--- src/rtl/spi_adc_model_multi_pkg.sv ---
// Shared types and constants for the multi-channel SPI ADC behavioural model.
package adc_model_pkg;

    localparam int FRAME_BITS = 16;

    typedef enum logic [1:0] {
        MODE_STATIC    = 2'b00,
        MODE_RAMP_WRAP = 2'b01,
        MODE_RAMP_SAT  = 2'b10
    } mode_e;

    typedef enum logic [1:0] {
        ST_IDLE  = 2'b00,
        ST_SHIFT = 2'b01,
        ST_DONE  = 2'b10
    } state_e;

endpackage

--- src/rtl/spi_adc_model_multi_if.sv ---
// SPI pin bundle between the host-side master and the ADC model slave.
interface spi_adc_model_multi_if;
    logic SS_n;
    logic SCLK;
    logic MOSI;
    logic MISO;

    modport master (output SS_n, output SCLK, output MOSI, input MISO);
    modport slave  (input SS_n, input SCLK, input MOSI, output MISO);
endinterface

--- src/rtl/spi_adc_model_multi_slave_shift.sv ---
// SPI slave frame engine: 2-flop synchronisers, edge detect, shift registers, bit count, FSM.
// Responds 2-3 clk after a pin edge; frame_ok/frame_bad pulse in the single DONE clk.
module adc_spi_slave_shift
    import adc_model_pkg::*;
#(
    parameter int FRAME = FRAME_BITS
) (
    input  logic                  clk,
    input  logic                  rst_n,
    input  logic                  ss_n,
    input  logic                  sclk,
    input  logic                  mosi,
    input  logic [FRAME_BITS-1:0] tx_word,
    output logic                  miso,
    output logic                  frame_start,
    output logic                  frame_ok,
    output logic                  frame_bad,
    output logic [FRAME_BITS-1:0] rx_word
);

    state_e                  state_q, state_d;
    logic [2:0]              ss_q, sclk_q;
    logic [1:0]              mosi_q;
    logic [FRAME_BITS-1:0]   tx_shift_q, rx_shift_q;
    logic [4:0]              bit_cnt_q;
    logic                    ss_fall, ss_rise, sclk_rise, sclk_fall;

    // Sync flops clear to 0 so a pin held low through reset never looks like a fresh SS_n fall.
    always_ff @(posedge clk) begin
        if (!rst_n) begin
            ss_q   <= '0;
            sclk_q <= '0;
            mosi_q <= '0;
        end else begin
            ss_q   <= {ss_q[1:0], ss_n};
            sclk_q <= {sclk_q[1:0], sclk};
            mosi_q <= {mosi_q[0], mosi};
        end
    end

    assign ss_fall   =  ss_q[2]   & ~ss_q[1];
    assign ss_rise   = ~ss_q[2]   &  ss_q[1];
    assign sclk_rise = ~sclk_q[2] &  sclk_q[1];
    assign sclk_fall =  sclk_q[2] & ~sclk_q[1];

    always_ff @(posedge clk) begin
        if (!rst_n) state_q <= ST_IDLE;
        else        state_q <= state_d;
    end

    always_comb begin
        state_d = state_q;
        case (state_q)
            ST_IDLE:  if (ss_fall) state_d = ST_SHIFT;
            ST_SHIFT: if (ss_rise) state_d = ST_DONE;
            default:  state_d = ST_IDLE;
        endcase
    end

    // Falls before the first rise are ignored so MISO presents bit 15 at the first sample.
    always_ff @(posedge clk) begin
        if (!rst_n) begin
            tx_shift_q <= '0;
            rx_shift_q <= '0;
            bit_cnt_q  <= '0;
        end else if (state_q == ST_IDLE) begin
            if (ss_fall) begin
                tx_shift_q <= tx_word;
                bit_cnt_q  <= '0;
            end
        end else if (state_q == ST_SHIFT && !ss_rise) begin
            if (sclk_rise) begin
                rx_shift_q <= {rx_shift_q[FRAME_BITS-2:0], mosi_q[1]};
                if (bit_cnt_q != 5'd31) bit_cnt_q <= bit_cnt_q + 5'd1;
            end else if (sclk_fall && bit_cnt_q != 5'd0) begin
                tx_shift_q <= {tx_shift_q[FRAME_BITS-2:0], 1'b0};
            end
        end
    end

    always_comb begin
        miso        = (state_q == ST_SHIFT) & tx_shift_q[FRAME_BITS-1];
        frame_start = (state_q == ST_IDLE) & ss_fall;
        frame_ok    = (state_q == ST_DONE) & (bit_cnt_q == 5'(FRAME));
        frame_bad   = (state_q == ST_DONE) & (bit_cnt_q != 5'(FRAME));
        rx_word     = rx_shift_q;
    end

endmodule

--- src/rtl/spi_adc_model_multi.sv ---
// Multi-channel ADC128S-style SPI model: channel register file, ramp engine, frame counters.
// Channel addressed in frame N is returned in frame N+1; ramp applies to the channel just returned.
module spi_adc_model_multi
    import adc_model_pkg::*;
#(
    parameter int NUM_CH   = 8,
    parameter int RES      = 12,
    parameter int FRAME    = FRAME_BITS,
    parameter int ADDR_LSB = 11
) (
    input  logic                 clk,
    input  logic                 rst_n,
    spi_adc_model_multi_if.slave spi,
    input  logic                 ch_wr,
    input  logic [2:0]           ch_sel,
    input  logic [RES-1:0]       ch_val,
    input  logic [1:0]           ch_mode,
    input  logic [RES-1:0]       ch_step,
    output logic [15:0]          conv_cnt,
    output logic                 frame_err,
    output logic                 bad_ch
);

    logic [RES-1:0]        val_q  [NUM_CH];
    logic [RES-1:0]        val_d  [NUM_CH];
    logic [1:0]            mode_q [NUM_CH];
    logic [1:0]            mode_d [NUM_CH];
    logic [RES-1:0]        step_q [NUM_CH];
    logic [RES-1:0]        step_d [NUM_CH];
    logic [2:0]            ptr_q;
    logic [15:0]           conv_cnt_q;
    logic                  bad_ch_q;

    logic                  frame_start, frame_ok, frame_bad, miso_w, unused_rx;
    logic [FRAME_BITS-1:0] rx_word, tx_word;
    logic [2:0]            addr;
    logic                  ptr_valid, addr_valid, ramp_en;
    logic [RES-1:0]        cur_val, cur_step, ramp_val;
    logic [1:0]            cur_mode;
    logic [RES:0]          ramp_sum;

    adc_spi_slave_shift #(.FRAME(FRAME)) u_shift (
        .clk         (clk),
        .rst_n       (rst_n),
        .ss_n        (spi.SS_n),
        .sclk        (spi.SCLK),
        .mosi        (spi.MOSI),
        .tx_word     (tx_word),
        .miso        (miso_w),
        .frame_start (frame_start),
        .frame_ok    (frame_ok),
        .frame_bad   (frame_bad),
        .rx_word     (rx_word)
    );

    assign spi.MISO  = miso_w;
    assign addr      = rx_word[ADDR_LSB+2:ADDR_LSB];
    assign unused_rx = ^rx_word ^ frame_start;

    always_comb begin
        cur_val    = '0;
        cur_mode   = '0;
        cur_step   = '0;
        ptr_valid  = 1'b0;
        addr_valid = 1'b0;
        for (int i = 0; i < NUM_CH; i++) begin
            if (ptr_q == 3'(i)) begin
                cur_val   = val_q[i];
                cur_mode  = mode_q[i];
                cur_step  = step_q[i];
                ptr_valid = 1'b1;
            end
            if (addr == 3'(i)) addr_valid = 1'b1;
        end
    end

    // An out-of-range pointer reads as zero; tx_word is latched by the slave at SS_n fall.
    assign tx_word  = ptr_valid ? 16'(cur_val) : '0;
    assign ramp_sum = {1'b0, cur_val} + {1'b0, cur_step};

    always_comb begin
        ramp_val = ramp_sum[RES-1:0];
        if (cur_mode == MODE_RAMP_SAT && ramp_sum[RES]) ramp_val = '1;
    end

    assign ramp_en = frame_ok & ptr_valid &
                     (cur_mode == MODE_RAMP_WRAP || cur_mode == MODE_RAMP_SAT);

    always_comb begin
        val_d  = val_q;
        mode_d = mode_q;
        step_d = step_q;
        for (int i = 0; i < NUM_CH; i++) begin
            if (ch_wr && ch_sel == 3'(i)) begin
                val_d[i]  = ch_val;
                mode_d[i] = ch_mode;
                step_d[i] = ch_step;
            end else if (ramp_en && ptr_q == 3'(i)) begin
                val_d[i] = ramp_val;
            end
        end
    end

    always_ff @(posedge clk) begin
        if (!rst_n) begin
            for (int i = 0; i < NUM_CH; i++) begin
                val_q[i]  <= '0;
                mode_q[i] <= '0;
                step_q[i] <= '0;
            end
            ptr_q      <= '0;
            conv_cnt_q <= '0;
            bad_ch_q   <= 1'b0;
        end else begin
            val_q  <= val_d;
            mode_q <= mode_d;
            step_q <= step_d;
            if (frame_ok) begin
                ptr_q      <= addr;
                conv_cnt_q <= conv_cnt_q + 16'd1;
                if (!addr_valid) bad_ch_q <= 1'b1;
            end
        end
    end

    assign conv_cnt  = conv_cnt_q;
    assign frame_err = frame_bad;
    assign bad_ch    = bad_ch_q;

endmodule
--- src/flat_wrapper.sv ---
// flat-port wrapper written by rule: the top's interface ports become plain ports
module spi_adc_model_multi_flat import adc_model_pkg::*;
#(
    parameter int NUM_CH   = 8,
    parameter int RES      = 12,
    parameter int FRAME    = FRAME_BITS,
    parameter int ADDR_LSB = 11
)
  (clk, rst_n, ch_wr, ch_sel, ch_val, ch_mode, ch_step, conv_cnt, frame_err, bad_ch, spi_SS_n, spi_SCLK, spi_MOSI, spi_MISO);
  spi_adc_model_multi_if spi_i ();
  input  logic clk;
  input  logic rst_n;
  input  logic ch_wr;
  input  logic [2:0] ch_sel;
  input  logic [RES-1:0] ch_val;
  input  logic [1:0] ch_mode;
  input  logic [RES-1:0] ch_step;
  output logic [15:0] conv_cnt;
  output logic frame_err;
  output logic bad_ch;
  input wire logic [$bits(spi_i.SS_n)-1:0] spi_SS_n;
  input wire logic [$bits(spi_i.SCLK)-1:0] spi_SCLK;
  input wire logic [$bits(spi_i.MOSI)-1:0] spi_MOSI;
  output wire logic [$bits(spi_i.MISO)-1:0] spi_MISO;
  assign spi_i.SS_n = spi_SS_n;
  assign spi_i.SCLK = spi_SCLK;
  assign spi_i.MOSI = spi_MOSI;
  assign spi_MISO = spi_i.MISO;
  spi_adc_model_multi #(.NUM_CH(NUM_CH), .RES(RES), .FRAME(FRAME), .ADDR_LSB(ADDR_LSB)) u_core (.clk(clk), .rst_n(rst_n), .spi(spi_i), .ch_wr(ch_wr), .ch_sel(ch_sel), .ch_val(ch_val), .ch_mode(ch_mode), .ch_step(ch_step), .conv_cnt(conv_cnt), .frame_err(frame_err), .bad_ch(bad_ch));
endmodule
--- config.mk ---
export PLATFORM = sky130hd
export DESIGN_NAME = spi_adc_model_multi_flat
export DESIGN_NICKNAME = d
export VERILOG_FILES = /design/src/rtl/spi_adc_model_multi_pkg.sv /design/src/rtl/spi_adc_model_multi_if.sv /design/src/rtl/spi_adc_model_multi_slave_shift.sv /design/src/rtl/spi_adc_model_multi.sv /design/src/flat_wrapper.sv
export SDC_FILE = /design/constraint.sdc
export NUM_CORES = 1
export LEC_CHECK = 0
export BUFFER_PORTS_ARGS = -buffer_cell sky130_fd_sc_hd__buf_2
export CAP_MARGIN = 40
export CORE_MARGIN = 2
export CORE_UTILIZATION = 30
export CTS_CLUSTER_DIAMETER = 120
export CTS_CLUSTER_SIZE = 8
export DETAILED_ROUTE_END_ITERATION = 10
export MAX_ROUTING_LAYER = met4
export SLEW_MARGIN = 20
export SYNTH_ARGS = -nofsm -noshare
export SYNTH_HDL_FRONTEND = slang
export SYNTH_SLANG_ARGS = --single-unit
--- constraint.sdc ---
create_clock -name clk -period 4.6 [get_ports clk]
set_input_delay 0.46 -clock clk [delete_from_list [all_inputs] [get_ports clk]]
set_output_delay 0.46 -clock clk [all_outputs]
set_load 0.1 [all_outputs]
# Word level (Yosys, flattened, before mapping)
# Index checks and enable logic that the tools add are counted.
# classes
n_addsub,3
n_eq_ne,31
n_mux,71
bitwise_logic,15
n_reduce_logical,43
# ops
operator,count
$mux 12,34
$mux 16,5
$eq 3x3->1 const B,12
$mux 5,5
$reduce_bool 2->1,12
$mux 2,10
$logic_and 1x1->1,19
$eq 3x2->1 const B,6
$add 16x1->16 const B,1
$mux 1,16
$add 12x12->13,1
$ne 5x5->1 const B,2
$and 1x1->1,9
$eq 3x1->1 const B,3
$logic_not 3->1,3
$reduce_and 4->1,2
$not 1->1,6
$add 5x1->5 const B,1
$eq 5x5->1 const B,1
$reduce_bool 5->1,1
$eq 2x1->1 const B,2
$eq 2x2->1 const B,2
$ne 2x2->1 const B,2
$pmux 2 s2,1
6 further kinds,7
# word_totals
ff_bits,273
output_inout_bits,19

# Depth between registers and ports, before layout
# depth
word_depth,15
ltp_mapped,17
mapped_depth_nobuf,12

# By module
# A second synthesis with hierarchy kept.
# hier_totals
hier_cells,1572
hier_area_um2,13655.6
# modules_own_cells
module,n_inst,cells_each,area_per_inst_um2
spi_adc_model_multi,1,1371,11574.9
adc_spi_slave_shift,1,201,2080.7

# Worst setup path after synthesis
# OpenSTA, ideal clock, no wires.
# synth_timing
path_kind,register to register
startpoint,register u_core.ptr_q[0]
endpoint,register u_core.val_q[7] (netlist name)
arrival_time_ns,3.856
required_ns,4.469
path_slack_ns,0.613
path_stages_with_launch,13
path_buffers,2
period_less_slack_ns,3.987
cell_sequence,dfxtp_1 > buf_2 > buf_1 > mux4_2 > mux2_2 > ha_1 > fa_1 > a21o_1 > a221oi_2 > nor3_1 > or4_1 > o221ai_1 > o21ai_0
# synth_via
elab_chain_len,14
elab_cells_between_ends,52
classes_between,1 x add/sub; 9 x eq/ne; 35 x mux; 2 x bitwise; 5 x reduce/logical
# synth_rtl
item,line,source
from (decl),spi_adc_model_multi.sv:30,logic [2:0] ptr_q;
from (signal assigned),spi_adc_model_multi.sv:119,ptr_q <= addr;
$logic_not 3->1,spi_adc_model_multi.sv:67,if (ptr_q == 3'(i)) begin
$mux 12 or $mux 2 (tied branches) (8 in a row),spi_adc_model_multi.sv:67,
$add 12x12->13 (tied with other cells),spi_adc_model_multi.sv:79,"assign ramp_sum = {1'b0, cur_val} + {1'b0, cur_step};"
$logic_and 1x1->1 or $logic_or 1x1->1 (tied branches),"spi_adc_model_multi.sv:83, spi_adc_model_multi.sv:87",
$mux 12 or $and 1x1->1 (tied branches),"spi_adc_model_multi.sv:83, spi_adc_model_multi.sv:86",
$mux 12 or $logic_and 1x1->1 (tied branches),spi_adc_model_multi.sv:98,end else if (ramp_en && ptr_q == 3'(i)) begin
$mux 12 or $reduce_bool 2->1 (tied branches),--,
to (signal assigned),spi_adc_model_multi.sv:115,val_q <= val_d;
to (decl),spi_adc_model_multi.sv:24,logic [RES-1:0] val_q [NUM_CH];
# Several ways; a longest one is shown, not always the timed one. The select of a mux whose other input is x is not followed.
# A chain may end at the register's enable or synchronous reset.

# Worst setup path in the final report
# layout_timing
startpoint,register u_core.ptr_q[1]
endpoint,register u_core.val_q[6] (netlist name)
# The elaborated chain is that of the path after synthesis.

==> impl_results.md <==
- Pleak: 5.58 nW
- Port bufs: 53
- Synth top area cells: dfxtp_1, nand2_1, a21boi_0
- Post-DP HPWL: 28900 um
- Clock buffer depth: 3
- Slew HR: 42.4%
- Chip Height: 217 um
- Final #Nets: 1651
- H-tree levels: 2
- Hold Buf Count CTS: 0
- RSZ-0062 raised after global routing: false
- First-pass GRT wire length: 68400 um
- Worst setup path class: reg -> reg
- Fill count: 4510
- Vias in the first global route: 11783
- WP data arrival: 4530 ps
- Library cells used by synthesis: 71
- Synth Net Count: 1646
- WL/cell: 19.9 um
- Ys flop type: dfxtp_1
- Fin crit share: 89.6%
- Ys async rst share: 0%
- Synth top area share: 40.3%
- Ant diodes: 0
- Number of DRC markers in iteration 0: 969
- Worst-path clk slew: 50 ps
- Initial Utilization: 30.6%
- Crit path max fanout: 53
- Largest net degree at the start of global routing: 113
- Share of cells above drive strength 1: 13.0%
- Final Power: 5.36 mW
- Postcts setup bufs: 0
- Worst-Margin Slew: 862 ps
- Hold Path Stages: 2
- Final setup TNS: 0 ps
- Post-synth EDFFs: 0
- Hold endpoint: u_core.u_shift.sclk_q[0]$_SDFF_PN0_
- Beginning of the worst hold path: spi_SCLK
- Fin. max-slew vios: 0
- Via density: 5.49
- GRT Residual Overflow: 0
- Rows: 77
- Place WS: 550 ps
- Mean Syn Cell Area: 8.52 um^2
- Crit-path cells: buf_12 > mux2_2 > o22ai_1 > a222oi_1 > ha_1 > fa_1 > a21o_1 > a221oi_2 > nor3_1 > or4_1 > o221ai_1 > o21ai_0
- Post-route cell area: 15600 um^2
- Die area: 47000 um^2
- Critical R2R Capture: u_core.val_q[6]$_SDFFE_PN0P_
- Pwr dens: 344 nW/um^2
- CTS resizes: 0
- Run status: completed
- Worst r2r path cells: 12
- Final min period: 4120 ps
- Gpl congestion: 0.948
- WP data required: 5010 ps
- Fin util: 35.1%
- Ports: 54
- Footprint of the multi-input gates: 7530 um^2
- Post-DP Area: 14500 um^2
- Cells after Synth: 1593
- Max Freq: 243 MHz
- Top post-synthesis cells by count: nand2_1, dfxtp_1, a21boi_0
- Drt pass-1 iters: 6
- Core area: 44400 um^2
- Detailed Route WL: 43700 um
- Clk root buf: clkbuf_16
- Worst reg2reg startpoint: u_core.ptr_q[1]$_SDFFE_PN0P_
- Latest clock arrival within the worst-skew pair: 550 ps
- Setup skew after layout: 38.1 ps
- Layout area overhead: 14.8%
- Synthesis Warnings: 0
- Final ANT Viol Nets: 0
- CTS Buf Count: 40
- Global-route usage over all layers: 19.0%
- Cell taking the most area after synthesis: dfxtp_1
- Max-cap violations: 0
- Final setup margin: 480 ps
- CP startpoint kind: flip-flop
- Storage element area: 5470 um^2
- Worst VDD drop: 197 uV
- Hold Vio Cnt, Final: 0
- CP peak stage delay: 650 ps
- Hold crit path type: in -> reg
- Post-synthesis sequential area ratio: 40.3%
- Crit-path slowest cell: or4_1
- CTS tree: built
- Most instantiated library cell after synthesis: nand2_1
- Seq cells post-synth: 273
- DR vias: 12061
- Endpoints failing setup: 0
- Initial antenna violation count: 0
- Syn Std Cell Area: 13600 um^2
- Die Span X: 217 um
- CP endpoint kind: flip-flop
- # DRC: 0
- Clk sinks: 273
- Reg2reg setup slack: 480 ps
==> logic make-up (layout without fill, tap and decap cells) <==
| family | after synthesis | count (layout) | share of synthesized area, % |
|---|---|---|---|
| flip-flops | 273 | 273 | 40.3 |
| adder cells (fa/ha/maj) | 19 | 19 | 1.79 |
| AND/OR/NAND/NOR | 604 | 604 | 20.0 |
| buffers and inverters | 150 | 160 | 4.69 |
| XOR/XNOR | 16 | 16 | 1.03 |
| multiplexers | 96 | 96 | 8.88 |
| AO/OA/AOI/OAI | 435 | 435 | 23.4 |
==> layout by cell type, fill, tap and decap left out, types with 23 or more instances in the layout <==
master	count
a21oi_1	31
mux2_2	23
nand3_1	39
clkbuf_16	41
nor2b_1	27
buf_4	44
nand4_1	36
buf_2	52
nor2_1	64
o22ai_1	23
o21ai_0	55
nand2_1	344
o221ai_1	67
mux2i_1	55
a21boi_0	158
and2_1	26
dfxtp_1	271
==> layout make-up <==
cell class / instances / area share, %
tap: 592 / 4.75
timing repair buffer: 105 / 4.79
clock inverter: 3 / 0.160
multi-input combinational: 1170 / 48.3
clock buffer: 44 / 6.72
inverter: 8 / 0.193
sequential: 273 / 35.1
==> worst max path at each step <==
| stage | start | endpoint | slack, ps | cells past startpoint |
|---|---|---|---|---|
| after floorplan | u_core.ptr_q[0]$_SDFFE_PN0P_ | u_core.val_q[7]$_SDFFE_PN0P_ | 610 | 12 |
| after global placement | u_core.ptr_q[1]$_SDFFE_PN0P_ | u_core.val_q[6]$_SDFFE_PN0P_ | 600 | 12 |
| after detailed placement | u_core.ptr_q[0]$_SDFFE_PN0P_ | u_core.val_q[57]$_SDFFE_PN0P_ | 550 | 12 |
| after CTS | u_core.ptr_q[0]$_SDFFE_PN0P_ | u_core.val_q[57]$_SDFFE_PN0P_ | 540 | 12 |
| after global routing | u_core.ptr_q[0]$_SDFFE_PN0P_ | u_core.val_q[59]$_SDFFE_PN0P_ | 300 | 12 |
| final | u_core.ptr_q[1]$_SDFFE_PN0P_ | u_core.val_q[6]$_SDFFE_PN0P_ | 480 | 12 |
==> per-layer routing <==
metal / track usage [%] / part of all wire [%]
met1: 23.8 / 43
met2: 30.4 / 47
met5: - / 0
met3: 3.00 / 6.1
met4: 8.06 / 3.8
==> power breakdown <==
| group | total (mW) | switching [mW] | leakage (nW) | internal, mW |
|---|---|---|---|---|
| combinational | 0.289 | 0.186 | 2.85 | 0.103 |
| clock | 2.63 | 1.05 | 0.524 | 1.59 |
| sequential | 2.44 | 0.0256 | 2.21 | 2.41 |
==> stage by stage <==
step / std cells / hold slack (ps)
CTS: 2194 / 138
finish: 2195 / 154
detailed placement: 2147 / 425
floorplan: 1593 / 412
global placement: 2144 / 421
global route: 2195 / 142
==> state kept, by name (all words and copies together), names as in the netlist <==
signal and flops:
u_core.u_shift.sclk_q 3, u_core.u_shift.state_q 2, u_core.mode_q 16, u_core.conv_cnt 16, u_core.u_shift.ss_q 3, u_core.bad_ch 1, u_core.u_shift.mosi_q 2, u_core.val_q 96
u_core.u_shift.rx_word 14, u_core.ptr_q 3, u_core.u_shift.tx_shift_q 16, u_core.step_q 96, u_core.u_shift.bit_cnt_q 5
==> critical path: cells and delay by family (launching register included) <==
kind / cells / cell delay, ps
flip-flops: 1 / 450
buffers and inverters: 1 / 360
AND/OR/NAND/NOR: 2 / 830
multiplexers: 1 / 380
AO/OA/AOI/OAI: 6 / 1260
adder cells (fa/ha/maj): 2 / 650
No activity file was read; power rests on OpenSTA's default activity.
